<file path="src/rtl/hazard_ctrl_seq_if.sv">
// Hazard controller pipeline bundle: hazard inputs from the pipeline, stall/flush/forward outputs back.
// master = pipeline side (drives hazard inputs), slave = hazard controller.
interface hazard_ctrl_seq_if #(
  parameter int AW   = 5,
  parameter int NSRC = 2
);
  logic                 ICacheMiss;
  logic                 DCacheMiss;
  logic                 BranchE;
  logic                 JalrE;
  logic                 JalD;
  logic [NSRC*AW-1:0]   RsD;
  logic [NSRC*AW-1:0]   RsE;
  logic [NSRC-1:0]      RegReadD;
  logic [NSRC-1:0]      RegReadE;
  logic [AW-1:0]        RdE;
  logic [AW-1:0]        RdM;
  logic [AW-1:0]        RdW;
  logic                 MemToRegE;
  logic [2:0]           RegWriteM;
  logic [2:0]           RegWriteW;
  logic                 StallF, FlushF, StallD, FlushD, StallE, FlushE;
  logic                 StallM, FlushM, StallW, FlushW;
  logic [2*NSRC-1:0]    Forward;
  logic [1:0]           HzdState;

  modport master (
    output ICacheMiss, DCacheMiss, BranchE, JalrE, JalD, RsD, RsE, RegReadD, RegReadE,
           RdE, RdM, RdW, MemToRegE, RegWriteM, RegWriteW,
    input  StallF, FlushF, StallD, FlushD, StallE, FlushE, StallM, FlushM, StallW, FlushW,
           Forward, HzdState
  );

  modport slave (
    input  ICacheMiss, DCacheMiss, BranchE, JalrE, JalD, RsD, RsE, RegReadD, RegReadE,
           RdE, RdM, RdW, MemToRegE, RegWriteM, RegWriteW,
    output StallF, FlushF, StallD, FlushD, StallE, FlushE, StallM, FlushM, StallW, FlushW,
           Forward, HzdState
  );
endinterface

</file>
<file path="src/rtl/hazard_ctrl_seq.sv">
// Sequential five-stage hazard controller: forwarding, multi-cycle load-use bubbles, D-cache freeze, wrong-path kill.
// Optional HZD_PERF_CNT_EN adds StallCycles/KillCycles performance counters.
module hazard_ctrl_seq #(
  parameter int AW     = 5,
  parameter int NSRC   = 2,
  parameter int LD_LAT = 1
) (
  input  logic                 clk,
  input  logic                 CpuRst,
  hazard_ctrl_seq_if.slave     hz
`ifdef HZD_PERF_CNT_EN
  ,
  output logic [31:0]          StallCycles,
  output logic [31:0]          KillCycles
`endif
);
  localparam int CW = $clog2(LD_LAT) + 1;

  typedef enum logic [1:0] {
    ST_RUN     = 2'b00,
    ST_LDSTALL = 2'b01,
    ST_KILL    = 2'b10
  } state_t;

  state_t            r_state;
  state_t            w_state_next;
  logic [CW-1:0]     r_cnt;
  logic [CW-1:0]     w_cnt_next;
  logic [2*NSRC-1:0] w_fwd;
  logic [NSRC-1:0]   w_lu_src;
  logic              w_lu_hit;
  logic              w_redirect;
  logic              w_stall_f, w_flush_f, w_stall_d, w_flush_d, w_stall_e, w_flush_e;
  logic              w_stall_m, w_flush_m, w_stall_w, w_flush_w;

  genvar gi;
  generate
    for (gi = 0; gi < NSRC; gi++) begin : g_src
      logic [AW-1:0] w_rse;
      logic [AW-1:0] w_rsd;
      logic          w_hit_m;
      logic          w_hit_w;
      assign w_rse   = hz.RsE[AW*gi +: AW];
      assign w_rsd   = hz.RsD[AW*gi +: AW];
      assign w_hit_m = hz.RegReadE[gi] && (hz.RegWriteM != 3'd0) && (hz.RdM == w_rse) && (w_rse != '0);
      assign w_hit_w = hz.RegReadE[gi] && (hz.RegWriteW != 3'd0) && (hz.RdW == w_rse) && (w_rse != '0);
      // M holds the younger result, so it wins over W
      assign w_fwd[2*gi +: 2] = w_hit_m ? 2'b10 : (w_hit_w ? 2'b01 : 2'b00);
      assign w_lu_src[gi]     = hz.RegReadD[gi] && (w_rsd == hz.RdE);
    end
  endgenerate

  assign w_lu_hit   = hz.MemToRegE && (hz.RdE != '0) && (|w_lu_src);
  assign w_redirect = hz.BranchE | hz.JalrE;

  always_comb begin
    w_state_next = r_state;
    w_cnt_next   = r_cnt;
    w_stall_f = 1'b0; w_flush_f = 1'b0; w_stall_d = 1'b0; w_flush_d = 1'b0;
    w_stall_e = 1'b0; w_flush_e = 1'b0; w_stall_m = 1'b0; w_flush_m = 1'b0;
    w_stall_w = 1'b0; w_flush_w = 1'b0;
    if (CpuRst) begin
      w_flush_f = 1'b1; w_flush_d = 1'b1; w_flush_e = 1'b1; w_flush_m = 1'b1; w_flush_w = 1'b1;
    end else if (hz.DCacheMiss) begin
      w_stall_f = 1'b1; w_stall_d = 1'b1; w_stall_e = 1'b1; w_stall_m = 1'b1; w_flush_w = 1'b1;
    end else if (w_redirect) begin
      // an outstanding I-miss refill is wrong-path, so it must be killed on return
      w_flush_d    = 1'b1;
      w_flush_e    = 1'b1;
      w_cnt_next   = '0;
      w_state_next = (r_state == ST_KILL || hz.ICacheMiss) ? ST_KILL : ST_RUN;
    end else if (r_state == ST_KILL) begin
      w_flush_d = 1'b1;
      w_stall_f = hz.ICacheMiss;
      if (!hz.ICacheMiss) w_state_next = ST_RUN;
    end else if (r_state == ST_LDSTALL && r_cnt != '0) begin
      w_stall_f  = 1'b1;
      w_stall_d  = 1'b1;
      w_flush_e  = 1'b1;
      w_cnt_next = r_cnt - CW'(1);
      if (r_cnt == CW'(1)) w_state_next = ST_RUN;
    end else begin
      w_state_next = ST_RUN;
      if (w_lu_hit) begin
        w_stall_f = 1'b1;
        w_stall_d = 1'b1;
        w_flush_e = 1'b1;
        if (LD_LAT > 1) begin
          w_state_next = ST_LDSTALL;
          w_cnt_next   = CW'(LD_LAT - 1);
        end
      end else begin
        w_flush_d = hz.JalD | hz.ICacheMiss;
        w_stall_f = hz.ICacheMiss;
      end
    end
  end

  always_ff @(posedge clk or posedge CpuRst) begin
    if (CpuRst) begin
      r_state <= ST_RUN;
      r_cnt   <= '0;
    end else if (!hz.DCacheMiss) begin
      r_state <= w_state_next;
      r_cnt   <= w_cnt_next;
    end
  end

  assign hz.StallF   = w_stall_f;
  assign hz.FlushF   = w_flush_f;
  assign hz.StallD   = w_stall_d;
  assign hz.FlushD   = w_flush_d;
  assign hz.StallE   = w_stall_e;
  assign hz.FlushE   = w_flush_e;
  assign hz.StallM   = w_stall_m;
  assign hz.FlushM   = w_flush_m;
  assign hz.StallW   = w_stall_w;
  assign hz.FlushW   = w_flush_w;
  assign hz.Forward  = CpuRst ? '0 : w_fwd;
  assign hz.HzdState = r_state;

`ifdef HZD_PERF_CNT_EN
  logic [31:0] r_stall_cycles;
  logic [31:0] r_kill_cycles;

  always_ff @(posedge clk or posedge CpuRst) begin
    if (CpuRst) begin
      r_stall_cycles <= '0;
      r_kill_cycles  <= '0;
    end else begin
      if (w_stall_f) r_stall_cycles <= r_stall_cycles + 32'd1;
      if (r_state == ST_KILL) r_kill_cycles <= r_kill_cycles + 32'd1;
    end
  end

  assign StallCycles = r_stall_cycles;
  assign KillCycles  = r_kill_cycles;
`endif
endmodule

</file>
<file path="src/flat_wrapper.sv">
// flat-port wrapper written by rule: the top's interface ports become plain ports
module hazard_ctrl_seq_flat 
#(
  parameter int AW     = 5,
  parameter int NSRC   = 2,
  parameter int LD_LAT = 1
)
  (clk, CpuRst, hz_ICacheMiss, hz_DCacheMiss, hz_BranchE, hz_JalrE, hz_JalD, hz_RsD, hz_RsE, hz_RegReadD, hz_RegReadE, hz_RdE, hz_RdM, hz_RdW, hz_MemToRegE, hz_RegWriteM, hz_RegWriteW, hz_StallF, hz_FlushF, hz_StallD, hz_FlushD, hz_StallE, hz_FlushE, hz_StallM, hz_FlushM, hz_StallW, hz_FlushW, hz_Forward, hz_HzdState);
  hazard_ctrl_seq_if #(.AW(AW), .NSRC(NSRC)) hz_i ();
  input  logic clk;
  input  logic CpuRst;
  input wire logic [$bits(hz_i.ICacheMiss)-1:0] hz_ICacheMiss;
  input wire logic [$bits(hz_i.DCacheMiss)-1:0] hz_DCacheMiss;
  input wire logic [$bits(hz_i.BranchE)-1:0] hz_BranchE;
  input wire logic [$bits(hz_i.JalrE)-1:0] hz_JalrE;
  input wire logic [$bits(hz_i.JalD)-1:0] hz_JalD;
  input wire logic [$bits(hz_i.RsD)-1:0] hz_RsD;
  input wire logic [$bits(hz_i.RsE)-1:0] hz_RsE;
  input wire logic [$bits(hz_i.RegReadD)-1:0] hz_RegReadD;
  input wire logic [$bits(hz_i.RegReadE)-1:0] hz_RegReadE;
  input wire logic [$bits(hz_i.RdE)-1:0] hz_RdE;
  input wire logic [$bits(hz_i.RdM)-1:0] hz_RdM;
  input wire logic [$bits(hz_i.RdW)-1:0] hz_RdW;
  input wire logic [$bits(hz_i.MemToRegE)-1:0] hz_MemToRegE;
  input wire logic [$bits(hz_i.RegWriteM)-1:0] hz_RegWriteM;
  input wire logic [$bits(hz_i.RegWriteW)-1:0] hz_RegWriteW;
  output wire logic [$bits(hz_i.StallF)-1:0] hz_StallF;
  output wire logic [$bits(hz_i.FlushF)-1:0] hz_FlushF;
  output wire logic [$bits(hz_i.StallD)-1:0] hz_StallD;
  output wire logic [$bits(hz_i.FlushD)-1:0] hz_FlushD;
  output wire logic [$bits(hz_i.StallE)-1:0] hz_StallE;
  output wire logic [$bits(hz_i.FlushE)-1:0] hz_FlushE;
  output wire logic [$bits(hz_i.StallM)-1:0] hz_StallM;
  output wire logic [$bits(hz_i.FlushM)-1:0] hz_FlushM;
  output wire logic [$bits(hz_i.StallW)-1:0] hz_StallW;
  output wire logic [$bits(hz_i.FlushW)-1:0] hz_FlushW;
  output wire logic [$bits(hz_i.Forward)-1:0] hz_Forward;
  output wire logic [$bits(hz_i.HzdState)-1:0] hz_HzdState;
  assign hz_i.ICacheMiss = hz_ICacheMiss;
  assign hz_i.DCacheMiss = hz_DCacheMiss;
  assign hz_i.BranchE = hz_BranchE;
  assign hz_i.JalrE = hz_JalrE;
  assign hz_i.JalD = hz_JalD;
  assign hz_i.RsD = hz_RsD;
  assign hz_i.RsE = hz_RsE;
  assign hz_i.RegReadD = hz_RegReadD;
  assign hz_i.RegReadE = hz_RegReadE;
  assign hz_i.RdE = hz_RdE;
  assign hz_i.RdM = hz_RdM;
  assign hz_i.RdW = hz_RdW;
  assign hz_i.MemToRegE = hz_MemToRegE;
  assign hz_i.RegWriteM = hz_RegWriteM;
  assign hz_i.RegWriteW = hz_RegWriteW;
  assign hz_StallF = hz_i.StallF;
  assign hz_FlushF = hz_i.FlushF;
  assign hz_StallD = hz_i.StallD;
  assign hz_FlushD = hz_i.FlushD;
  assign hz_StallE = hz_i.StallE;
  assign hz_FlushE = hz_i.FlushE;
  assign hz_StallM = hz_i.StallM;
  assign hz_FlushM = hz_i.FlushM;
  assign hz_StallW = hz_i.StallW;
  assign hz_FlushW = hz_i.FlushW;
  assign hz_Forward = hz_i.Forward;
  assign hz_HzdState = hz_i.HzdState;
  hazard_ctrl_seq #(.AW(AW), .NSRC(NSRC), .LD_LAT(LD_LAT)) u_core (.clk(clk), .CpuRst(CpuRst), .hz(hz_i));
endmodule
</file>
<file path="config.mk">
export PLATFORM = sky130hd
export DESIGN_NAME = hazard_ctrl_seq_flat
export DESIGN_NICKNAME = d
export VERILOG_FILES = /design/src/rtl/hazard_ctrl_seq_if.sv /design/src/rtl/hazard_ctrl_seq.sv /design/src/flat_wrapper.sv
export SDC_FILE = /design/constraint.sdc
export NUM_CORES = 1
export LEC_CHECK = 0
export CORE_UTILIZATION = 29
export CTS_CLUSTER_DIAMETER = 80
export CTS_CLUSTER_SIZE = 8
export DETAILED_ROUTE_END_ITERATION = 12
export HOLD_SLACK_MARGIN = 0.08
export PLACE_DENSITY_LB_ADDON = 0.25
export SLEW_MARGIN = 20
export SYNTH_ARGS = -nofsm -noshare
export SYNTH_HDL_FRONTEND = slang
export SYNTH_SLANG_ARGS = --single-unit
</file>
<file path="constraint.sdc">
create_clock -name clk -period 2.3 [get_ports clk]
set_input_delay 0.345 -clock clk [delete_from_list [all_inputs] [get_ports clk]]
set_output_delay 0.345 -clock clk [all_outputs]
set_load 0.005 [all_outputs]
</file>
==> impl_table.tex, run 1 <==
\begin{tabular}{lr}
\hline
Metric & Value \\
\hline
\multicolumn{2}{l}{\textbf{Yosys}} \\
Synthesized-area fraction occupied by and/or/nand/nor cells & about 30\% \\
Top-area cell type share of the netlist area & roughly 34\% \\
Synthesized flop and latch total & 1 \\
Compound-gate portion of the synthesized area & about an eighth \\
Number of warnings issued by yosys & 0 \\
Adder-Cell Fraction of Synth Area & 0\% \\
Most used standard cells in the synthesized netlist & xnor2\_1, nor3\_1, xor2\_1 \\
Xor and xnor area share after synthesis & $\sim$45\% \\
Number of different library cells in the post-synthesis netlist & 24 \\
Async set or reset register ratio after synthesis & between 90\% and 100\% \\
Dominant synthesized flop cell & dfrtp\_1 \\
Mean instance size in the synthesized netlist & about 7.2 µm² \\
Fraction of synthesized area in multiplexers & 0\% \\
Proportion of synthesized chip area in sequential cells & roughly 4.3\% \\
Most used standard cell by instance count after synthesis & xnor2\_1 \\
Cells taking the most area after synthesis & xnor2\_1, xor2\_1, buf\_4 \\
Library cell occupying the most area in the post-synthesis netlist & xnor2\_1 \\
EDFF count, synth & 0 \\
Synthesized cell area & a little under 600 µm² \\
Gate Count Post-Synth & between 80 and 90 \\
Dominant combinational cell family by area after synthesis & XOR/XNOR gates \\
\multicolumn{2}{l}{\textbf{Placed design}} \\
Number of I/O port buffers & 66 \\
Placed cell areas & roughly 1400 µm² \\
Placer Congestion & around 0.76 \\
Setup slack after placement & -0.404 ns \\
Hpwl dp & 2.06 mm \\
\multicolumn{2}{l}{\textbf{Clock tree}} \\
Insertion delay to the later sink of the worst-skew pair & 0 ns \\
Clock transition at the registers of the reported paths & 0 ns \\
Cts hold-fix bufs & 0 \\
\multicolumn{2}{l}{\textbf{Critical path}} \\
Critical path capture point type & output pin \\
Gate family responsible for the most delay along the worst path & buffers and inverters \\
Buffer and inverter count on the worst path & 3 \\
Critical path data arrival time & about 1.9 ns \\
Cell at the slowest stage of the critical path & clkdlybuf4s50\_1 \\
Data required time of the worst path & slightly below 2 ns \\
Largest fanout on the critical path & 3 \\
Critical path cell sequence & clkdlybuf4s50\_1 -> xnor2\_1 -> nand4\_1 -> o22ai\_2 -> o2111ai\_2 -> buf\_4 -> o21bai\_1 -> buf\_2 \\
Kind of critical path & primary input to output pin \\
Startpoint kind of the worst setup timing path & primary input \\
Crit path largest cell delay & roughly 0.47 ns \\
\multicolumn{2}{l}{\textbf{Drt}} \\
Remaining DRCs & 0 \\
Number of antenna-violating nets in the routed design & 0 \\
Vias per cell & 4.95 \\
Via count & a little over 900 \\
Iteration-0 DRC Markers & 0 \\
DRT Wirelength & between 2 and 3 mm \\
Avg WL per Cell & about 14 µm \\
Drt first pass iters & 1 \\
\multicolumn{2}{l}{\textbf{Die}} \\
Chip width & between 40 and 50 µm \\
Std-Cell Core Area & 1800 µm² \\
Die height & around 47 µm \\
Area of the die & 2200 µm² \\
Row count & 15 \\
Number of ports placed on the die boundary & 69 \\
Starting utilization of the core area & between 30\% and 40\% \\
\multicolumn{2}{l}{\textbf{Finish}} \\
Post-layout util & 81.1\% \\
Flip-flop count of the largest register, all copies and words added & 1 \\
Number of nets in the layout & 217 \\
Final standard cell area without fillers & 1460 µm² \\
Area Overhead vs Synth & 150\% \\
Antenna diode instance count & 0 \\
Share of final-layout standard cells stronger than drive strength 1 & 22.2\% \\
\multicolumn{2}{l}{\textbf{Timing}} \\
Maximum clock skew at final layout & 0 ns \\
Count of final max-slew check failures & 0 \\
Post-route minimum period & between 2 and 2.5 ns \\
Worst-case setup margin in the final layout & around 0.065 ns \\
Final Hold Viols & 0 \\
Achievable frequency & around 450 MHz \\
Post-Route Hold Slack & 0.631 ns \\
Setup repair after global routing missed its margin & no \\
Final count of negative-setup-slack endpoints & 0 \\
Final critical-path share of the clock period & slightly below 100\% \\
\multicolumn{2}{l}{\textbf{GRT}} \\
Via count of the first global-routing pass & between 900 and 1,000 \\
Grt total ovfl & 0 \\
Global-route wire length before repair & about 3.8 mm \\
Largest net degree at the start of global routing & 8 \\
Antenna violations before repair & 0 \\
Total track usage & a little under a quarter \\
\multicolumn{2}{l}{\textbf{Power}} \\
Worst voltage drop across the vdd grid & $\sim$0.12 mV \\
Pwr/cell area & about 170 nW/µm² \\
P\_leak & about 0.66 nW \\
\multicolumn{2}{l}{\textbf{Flow run}} \\
Max cap viols & 0 \\
\multicolumn{2}{l}{\textbf{Outcome}} \\
Run status & finished clean \\
\multicolumn{2}{l}{\textbf{Worst hold path}} \\
Worst hold path type & register to register \\
\hline
\end{tabular}
## through the flow
stage / power (W) / std cells / setup TNS (ns)
after detailed placement: 0.000247 / 185 / -2.72
final: 0.000254 / 187 / 0
after global routing: 0.000272 / 187 / 0
after floorplan: 0.0000926 / 82 / 0
after CTS: 0.000252 / 187 / -0.149
after global placement: 0.000241 / 185 / -2.19
## repair_timing
item                                    4_1_cts  5_1_grt
endpoints found under the setup margin        8        7
buffers inserted                              2        0
pin swaps                                     9        5
gates resized for setup                      39       12
## power by group
| group | internal, W | leakage (nW) | total [W] | switching [W] |
|---|---|---|---|---|
| clock | 0 | 0 | 0 | 0 |
| combinational | 0.000150 | 0.646 | 0.000235 | 0.0000851 |
| sequential | 0.0000186 | 0.00915 | 0.0000192 | 0.000000550 |
| total | 0.000169 | 0.655 | 0.000254 | 0.0000857 |
## logic make-up after synthesis
kind of cell / count (synthesis)
AND/OR/NAND/NOR: 30
flip-flops: 1
XOR/XNOR: 30
other: 1
buffers and inverters: 7
AO/OA/AOI/OAI: 12
## layout by cell type (no fill, tap or decap), drive strengths merged
cell           synthesis  layout
a21oi                  3       3
buf                    5      21
clkdlybuf4s15          0       2
clkdlybuf4s50          0      40
conb                   1       2
dfrtp                  1       1
dlygate4sd2            0      13
dlymetal6s2s           0       9
inv                    2       2
nand2                  4       4
nand3                  2       2
nand4                  5       5
nor2                   3       3
nor2b                  1       1
nor3                   7       7
nor3b                  1       1
nor4b                  1       1
o2111ai                1       1
o21a                   1       1
o21ai                  5       5
o21bai                 1       1
o22ai                  1       1
or2                    1       1
or3                    1       1
or4                    4       4
xnor2                 23      23
xor2                   7       7
## layout make-up
class / instances / area (µm²)
repair buffers: 85 / 808
well taps: 25 / 31.3
multi-input cells: 74 / 589
inverters: 2 / 7.51
flip-flops and latches: 1 / 25.0
fillers: 134 / 340
## worst min-delay path, cell delays in order (launching register included)
cell	delay [ns]
dfrtp_1	0.35
inv_1	0.09
o21ai_0	0.15
## metal layers
metal / GRT usage, % / up-vias / routed length [µm]
met5: 0 / - / 0
met4: 3.43 / 0 / 41
met3: 2.31 / 4 / 202
met2: 52.5 / 48 / 1400
met1: 21.7 / 431 / 926
li1: - / 443 / -
## worst paths after layout
| kind | end | cells past startpoint | from | slack [ns] |
|---|---|---|---|---|
| max | hz_StallD | 8 | hz_RsD[4] | 0.06 |
| min | u_core.hz.HzdState[1] | 2 | u_core.hz.HzdState[1] | 0.63 |
| max reg2reg | u_core.hz.HzdState[1] | 4 | u_core.hz.HzdState[1] | 1.46 |
| min reg2reg | u_core.hz.HzdState[1] | 2 | u_core.hz.HzdState[1] | 0.63 |
| max in group asynchronous | u_core.hz.HzdState[1] | 2 | CpuRst | 1.50 |
| min in group asynchronous | u_core.hz.HzdState[1] | 2 | CpuRst | 0.68 |
Power figures use the tool's default switching activity.
==> inputs of run 2 (changes only) <==
- CORE_ASPECT_RATIO: not set -> 0.9
==> run 2 against run 1 <==
  * Critical path depth is 2 lower
  * Total power is 2.9% lower
  * Utilization decreased by 6.4 points
  * Wire length down 8.8%
  * Combinational power shrank 3%
  * Sequential power about the same
  * Worst setup slack better by 0.012 ns
  * Flip-flop and latch count unchanged
  * Via count is 4.1% lower
  * Maximum frequency up 0.52%
==> impl_table.tex, run 2 (synthesized netlist as in run 1, its figures left out) <==
\begin{tabular}{lr}
\hline
Metric & Value \\
\hline
\multicolumn{2}{l}{\textbf{Outcome}} \\
Run status & finished clean (unchanged) \\
\multicolumn{2}{l}{\textbf{Power}} \\
Clock network power share & 0\% (about the same) \\
Pwr/cell area & 173 nW/µm² (was 174 nW/µm²) \\
P\_leak & 0.639 nW (was 0.655 nW) \\
Internal power & 0.000166 W (was 0.000169 W) \\
Net Switching & 0.0000811 W (was 0.0000857 W) \\
Comb pwr share & 92.3\% (was 92.5\%) \\
Power share of the sequential group & 7.7\% (was 7.5\%) \\
Worst voltage drop across the vdd grid & 0.127 mV (was 0.117 mV) \\
Net switching fraction of the power & 32.8\% (was 33.7\%) \\
\multicolumn{2}{l}{\textbf{Die}} \\
Row count & 15 (unchanged) \\
Starting utilization of the core area & 30.5\% (was 32.4\%) \\
Chip width & 49.3 µm (was 46.9 µm) \\
Die height & 44.6 µm (was 46.9 µm) \\
Area of the die & 2200 µm² (about the same) \\
Number of ports placed on the die boundary & 69 (unchanged) \\
Std-Cell Core Area & 1910 µm² (was 1800 µm²) \\
\multicolumn{2}{l}{\textbf{GRT}} \\
Total track usage & 21.0\% (was 23.3\%) \\
Antenna violations before repair & 0 (unchanged) \\
Via count of the first global-routing pass & 872 (was 940) \\
Largest net degree at the start of global routing & 8 (unchanged) \\
Global-route wire length before repair & 3.60 mm (was 3.76 mm) \\
Grt total ovfl & 0 (unchanged) \\
\multicolumn{2}{l}{\textbf{Worst hold path}} \\
Worst hold path type & register to register (unchanged) \\
\multicolumn{2}{l}{\textbf{Clock tree}} \\
Clock transition at the registers of the reported paths & 0 ns (about the same) \\
Insertion delay to the later sink of the worst-skew pair & 0 ns (about the same) \\
\multicolumn{2}{l}{\textbf{Finish}} \\
Flip-flop count of the largest register, all copies and words added & 1 (unchanged) \\
Post-layout util & 74.7\% (was 81.1\%) \\
Commonest non-fill, non-tap cell in the layout & clkdlybuf4s50\_1 (unchanged) \\
Share of final-layout standard cells stronger than drive strength 1 & 21.5\% (was 22.2\%) \\
Combined flip-flop and latch cell area & 25.0 µm² (unchanged) \\
Area used by multi-input combinational logic & 564 µm² (was 589 µm²) \\
Number of nets in the layout & 218 (was 217) \\
Antenna diode instance count & 0 (unchanged) \\
Area Overhead vs Synth & 145\% (was 150\%) \\
Final std cells w/o fill & 188 (was 187) \\
Most frequent cells in the layout & clkdlybuf4s50\_1, xnor2\_1, buf\_4 (unchanged) \\
Number of fill cells in the layout & 167 (was 134) \\
\multicolumn{2}{l}{\textbf{Critical path}} \\
Kind of critical path & primary input to output pin (unchanged) \\
Data required time of the worst path & 1.96 ns (about the same) \\
Critical path data arrival time & 1.88 ns (was 1.89 ns) \\
Critical path capture point type & output pin (unchanged) \\
Startpoint kind of the worst setup timing path & primary input (unchanged) \\
Largest fanout on the critical path & 3 (unchanged) \\
\multicolumn{2}{l}{\textbf{Timing}} \\
Maximum clock skew at final layout & 0 ns (unchanged) \\
Count of final max-slew check failures & 0 (unchanged) \\
Final critical-path share of the clock period & 96.7\% (was 97.2\%) \\
Achievable frequency & 450 MHz (was 447 MHz) \\
Final Hold Viols & 0 (unchanged) \\
Final count of negative-setup-slack endpoints & 0 (unchanged) \\
Fin Setup TNS & 0 ns (unchanged) \\
Setup repair after global routing missed its margin & no (unchanged) \\
Post-route minimum period & 2.22 ns (was 2.24 ns) \\
Post-Route Hold Slack & 0.633 ns (was 0.631 ns) \\
\multicolumn{2}{l}{\textbf{Drt}} \\
DRT Wirelength & 2.35 mm (was 2.57 mm) \\
Avg WL per Cell & 12.5 µm (was 13.8 µm) \\
Number of antenna-violating nets in the routed design & 0 (unchanged) \\
Vias per cell & 4.72 (was 4.95) \\
Iteration-0 DRC Markers & 8 (was 0) \\
Remaining DRCs & 0 (unchanged) \\
Via count & 888 (was 926) \\
Drt first pass iters & 4 (was 1) \\
\multicolumn{2}{l}{\textbf{Placed design}} \\
Hpwl dp & 2.03 mm (was 2.06 mm) \\
Placer Congestion & 0.788 (was 0.765) \\
Number of I/O port buffers & 66 (unchanged) \\
Number of placed cells counting well taps & 187 (was 185) \\
\multicolumn{2}{l}{\textbf{Flow run}} \\
Max cap viols & 0 (unchanged) \\
\hline
\end{tabular}
## run 2: cell count changes in the layout (fill, tap and decap cells not counted), sizes merged
cell,delta
clkdlybuf4s50,-1
clkbuf,+1
buf,+2
dlymetal6s2s,-1
## run 2: final timing paths
path / startpoint / end / slack [ns] / cells past startpoint
max: hz_RsE[0] / hz_Forward[0] / 0.08 / 6
min: u_core.hz.HzdState[1] / u_core.hz.HzdState[1] / 0.63 / 2
max reg2reg: u_core.hz.HzdState[1] / u_core.hz.HzdState[1] / 1.44 / 4
min reg2reg: u_core.hz.HzdState[1] / u_core.hz.HzdState[1] / 0.63 / 2
max in group asynchronous: CpuRst / u_core.hz.HzdState[1] / 1.50 / 2
min in group asynchronous: CpuRst / u_core.hz.HzdState[1] / 0.69 / 2
## run 2: layout make-up
type	instances	share of cell area, %
Sequential cell	1	1.75
Inverter	2	0.525
Tap cell	25	2.19
Timing Repair Buffer	86	56.1
Multi-Input combinational cell	74	39.5
## run 2: worst max-delay path: stages
cell and delay (ns):
dlygate4sd2_1 0.27, or4_1 0.54, o21ai_2 0.16, or4_4 0.15, nor4b_2 0.18, clkdlybuf4s15_1 0.23
## run 2: per-layer routing
layer  GRT usage, %  up-vias  wire length [µm]
li1               -      445                 -
met1           20.0      393               857
met2           48.2       48              1300
met3           2.06        2               173
met4           2.94        0                22
met5              0        -                 0
## run 2: what timing repair did
action	CTS	global route
pin swaps	6	6
setup endpoints to repair	8	6
hold buffers	0	0
endpoints found under the hold margin	0	0
buffers inserted	1	0
resized for setup	39	13
## run 2: per-stage QoR
step                       power, W  setup WS [ns]  cell area [µm²]
after detailed placement   0.000249         -0.413             1390
final                      0.000247         0.0764             1430
after global placement     0.000244         -0.357             1390
after floorplan           0.0000926          0.606              588
after global routing       0.000264        0.00934             1430
after CTS                  0.000248         0.0142             1410
## run 2: power groups by stage
stage          registers, W   logic, W  clock network (W)
3_5_place_dp      0.0000191   0.000230                  0
3_3_place_gp      0.0000191   0.000225                  0
2_1_floorplan     0.0000192  0.0000734                  0
6_report          0.0000191   0.000228                  0
5_1_grt           0.0000194   0.000245                  0
4_1_cts           0.0000191   0.000228                  0
==> inputs of run 3 (changes only) <==
- CORE_MARGIN: not set -> 3
==> run 3 against run 2 <==
  * Wire length grew 17%
  * Clock skew is the same
  * Worst setup slack lost 0.064 ns
  * Via count grew 2.7%
  * Die area grew 18%
  * Critical path depth grew 1
  * Flip-flop and latch count is the same
  * Register-to-register slack lost 0.05 ns
  * Global-route usage shrank 0.38 points
  * Worst hold slack gained 0.030 ns
  * Critical path type unchanged
  * Largest cell class unchanged
  * Largest power group unchanged
==> impl_table.tex, run 3 (synthesized netlist as in run 1, its figures left out) <==
\begin{tabular}{lr}
\hline
Metric & Value \\
\hline
\multicolumn{2}{l}{\textbf{GRT}} \\
Largest net degree at the start of global routing & 7 (was 8) \\
Global-route wire length before repair & 4.20 mm (was 3.60 mm) \\
Via count of the first global-routing pass & 956 (was 872) \\
Grt total ovfl & 0 (unchanged) \\
Antenna violations before repair & 0 (unchanged) \\
Total track usage & 20.6\% (was 21.0\%) \\
\multicolumn{2}{l}{\textbf{Drt}} \\
Vias per cell & 4.93 (was 4.72) \\
Remaining DRCs & 0 (unchanged) \\
Number of antenna-violating nets in the routed design & 0 (unchanged) \\
DRT Wirelength & 2.75 mm (was 2.35 mm) \\
Avg WL per Cell & 14.9 µm (was 12.5 µm) \\
Iteration-0 DRC Markers & 5 (was 8) \\
Drt first pass iters & 2 (was 4) \\
Via count & 912 (was 888) \\
\multicolumn{2}{l}{\textbf{Finish}} \\
Area used by multi-input combinational logic & 589 µm² (was 564 µm²) \\
Share of final-layout standard cells stronger than drive strength 1 & 23.0\% (was 21.5\%) \\
Final std cells w/o fill & 185 (was 188) \\
Antenna diode instance count & 0 (unchanged) \\
Most frequent cells in the layout & clkdlybuf4s50\_1, xnor2\_1, buf\_4 (unchanged) \\
Post-layout util & 79.5\% (was 74.7\%) \\
Combined flip-flop and latch cell area & 25.0 µm² (unchanged) \\
Final standard cell area without fillers & 1420 µm² (was 1430 µm²) \\
Number of fill cells in the layout & 137 (was 167) \\
Flip-flop count of the largest register, all copies and words added & 1 (unchanged) \\
Commonest non-fill, non-tap cell in the layout & clkdlybuf4s50\_1 (unchanged) \\
Number of nets in the layout & 216 (was 218) \\
Area Overhead vs Synth & 143\% (was 145\%) \\
\multicolumn{2}{l}{\textbf{Die}} \\
Chip width & 53.3 µm (was 49.3 µm) \\
Area of the die & 2590 µm² (was 2200 µm²) \\
Row count & 14 (was 15) \\
Number of ports placed on the die boundary & 69 (unchanged) \\
Die height & 48.6 µm (was 44.6 µm) \\
Std-Cell Core Area & 1790 µm² (was 1910 µm²) \\
Starting utilization of the core area & 32.7\% (was 30.5\%) \\
\multicolumn{2}{l}{\textbf{Power}} \\
Pwr/cell area & 180 nW/µm² (was 173 nW/µm²) \\
P\_leak & 0.576 nW (was 0.639 nW) \\
Worst voltage drop across the vdd grid & 0.124 mV (was 0.127 mV) \\
\multicolumn{2}{l}{\textbf{Critical path}} \\
Data required time of the worst path & 1.96 ns (about the same) \\
Startpoint kind of the worst setup timing path & primary input (unchanged) \\
Critical path capture point type & output pin (unchanged) \\
Critical path data arrival time & 1.94 ns (was 1.88 ns) \\
Kind of critical path & primary input to output pin (unchanged) \\
Cell depth of the worst flop-to-flop path & 4 (unchanged) \\
Largest fanout on the critical path & 4 (was 3) \\
\multicolumn{2}{l}{\textbf{Timing}} \\
Final count of negative-setup-slack endpoints & 0 (unchanged) \\
Post-route minimum period & 2.29 ns (was 2.22 ns) \\
Count of final max-slew check failures & 0 (unchanged) \\
Maximum clock skew at final layout & 0 ns (unchanged) \\
Achievable frequency & 437 MHz (was 450 MHz) \\
Post-Route Hold Slack & 0.663 ns (was 0.633 ns) \\
Final critical-path share of the clock period & 99.4\% (was 96.7\%) \\
Setup repair after global routing missed its margin & yes (was no) \\
Final Hold Viols & 0 (unchanged) \\
Fin Setup TNS & 0 ns (unchanged) \\
\multicolumn{2}{l}{\textbf{Placed design}} \\
Number of placed cells counting well taps & 185 (was 187) \\
Placed cell areas & 1380 µm² (was 1390 µm²) \\
Placer Congestion & 0.807 (was 0.788) \\
Number of I/O port buffers & 66 (unchanged) \\
Hpwl dp & 2.26 mm (was 2.03 mm) \\
\multicolumn{2}{l}{\textbf{Clock tree}} \\
Insertion delay to the later sink of the worst-skew pair & 0 ns (about the same) \\
Clock transition at the registers of the reported paths & 0 ns (about the same) \\
\multicolumn{2}{l}{\textbf{Worst hold path}} \\
Worst hold path type & register to register (unchanged) \\
Count of cells along the worst hold path & 2 (unchanged) \\
\multicolumn{2}{l}{\textbf{Flow run}} \\
Max cap viols & 0 (unchanged) \\
\multicolumn{2}{l}{\textbf{Outcome}} \\
Run status & finished clean (unchanged) \\
\hline
\end{tabular}
[run 3: changes by cell type in the layout (fill, tap and decap cells not counted), sizes merged]
cell	before	now
clkdlybuf4s50	39	45
dlymetal6s2s	8	2
buf	23	19
clkbuf	1	3
[run 3: path summary, 6_finish.rpt]
path | slack [ns] | startpoint | end
min | 0.66 | u_core.hz.HzdState[1] | u_core.hz.HzdState[1]
max in group asynchronous | 1.39 | CpuRst | u_core.hz.HzdState[1]
min reg2reg | 0.66 | u_core.hz.HzdState[1] | u_core.hz.HzdState[1]
min in group asynchronous | 0.80 | CpuRst | u_core.hz.HzdState[1]
max reg2reg | 1.39 | u_core.hz.HzdState[1] | u_core.hz.HzdState[1]
max | 0.01 | hz_RdE[4] | hz_FlushE
[run 3: per-stage QoR]
stage	setup slack, ns	total power [W]
2_1_floorplan	0.606	0.0000926
3_3_place_gp	-0.355	0.000243
3_5_place_dp	-0.432	0.000249
4_1_cts	0.00253	0.000250
5_1_grt	-0.0927	0.000272
6_report	0.0127	0.000255
[run 3: per-layer routing]
metal	wire [µm]	GRT usage, %	vias to the layer above
met4	68	3.83	0
li1	-	-	442
met1	953	21.5	416
met2	1460	41.0	48
met3	267	3.07	6
met5	0	0	-
[run 3: power breakdown]
part           internal, W  leakage (nW)  switching, W
Sequential       0.0000186       0.00915   0.000000554
Combinational     0.000149         0.566     0.0000866
Clock                    0             0             0
[run 3: area by class of cell]
type	instances	share of cell area, %
Sequential cell	1	1.76
Multi-Input combinational cell	74	41.5
Timing Repair Buffer	84	54.1
Inverter	2	0.529
Tap cell	24	2.11
[run 3: critical path, cell delays in order]
cell and delay, ns:
clkdlybuf4s50_1 0.50, xnor2_1 0.25, nand4_1 0.14, o22ai_2 0.18, o2111ai_4 0.16, a21oi_2 0.15
clkdlybuf4s15_1 0.22
[run 3: timing repair]
| action | CTS | global route |
|---|---|---|
| pin swaps | 9 | 4 |
| hold buffers | 0 | 0 |
| resized for setup | 34 | 14 |
| buffers inserted | 0 | 0 |
| setup endpoints to repair | 8 | 7 |
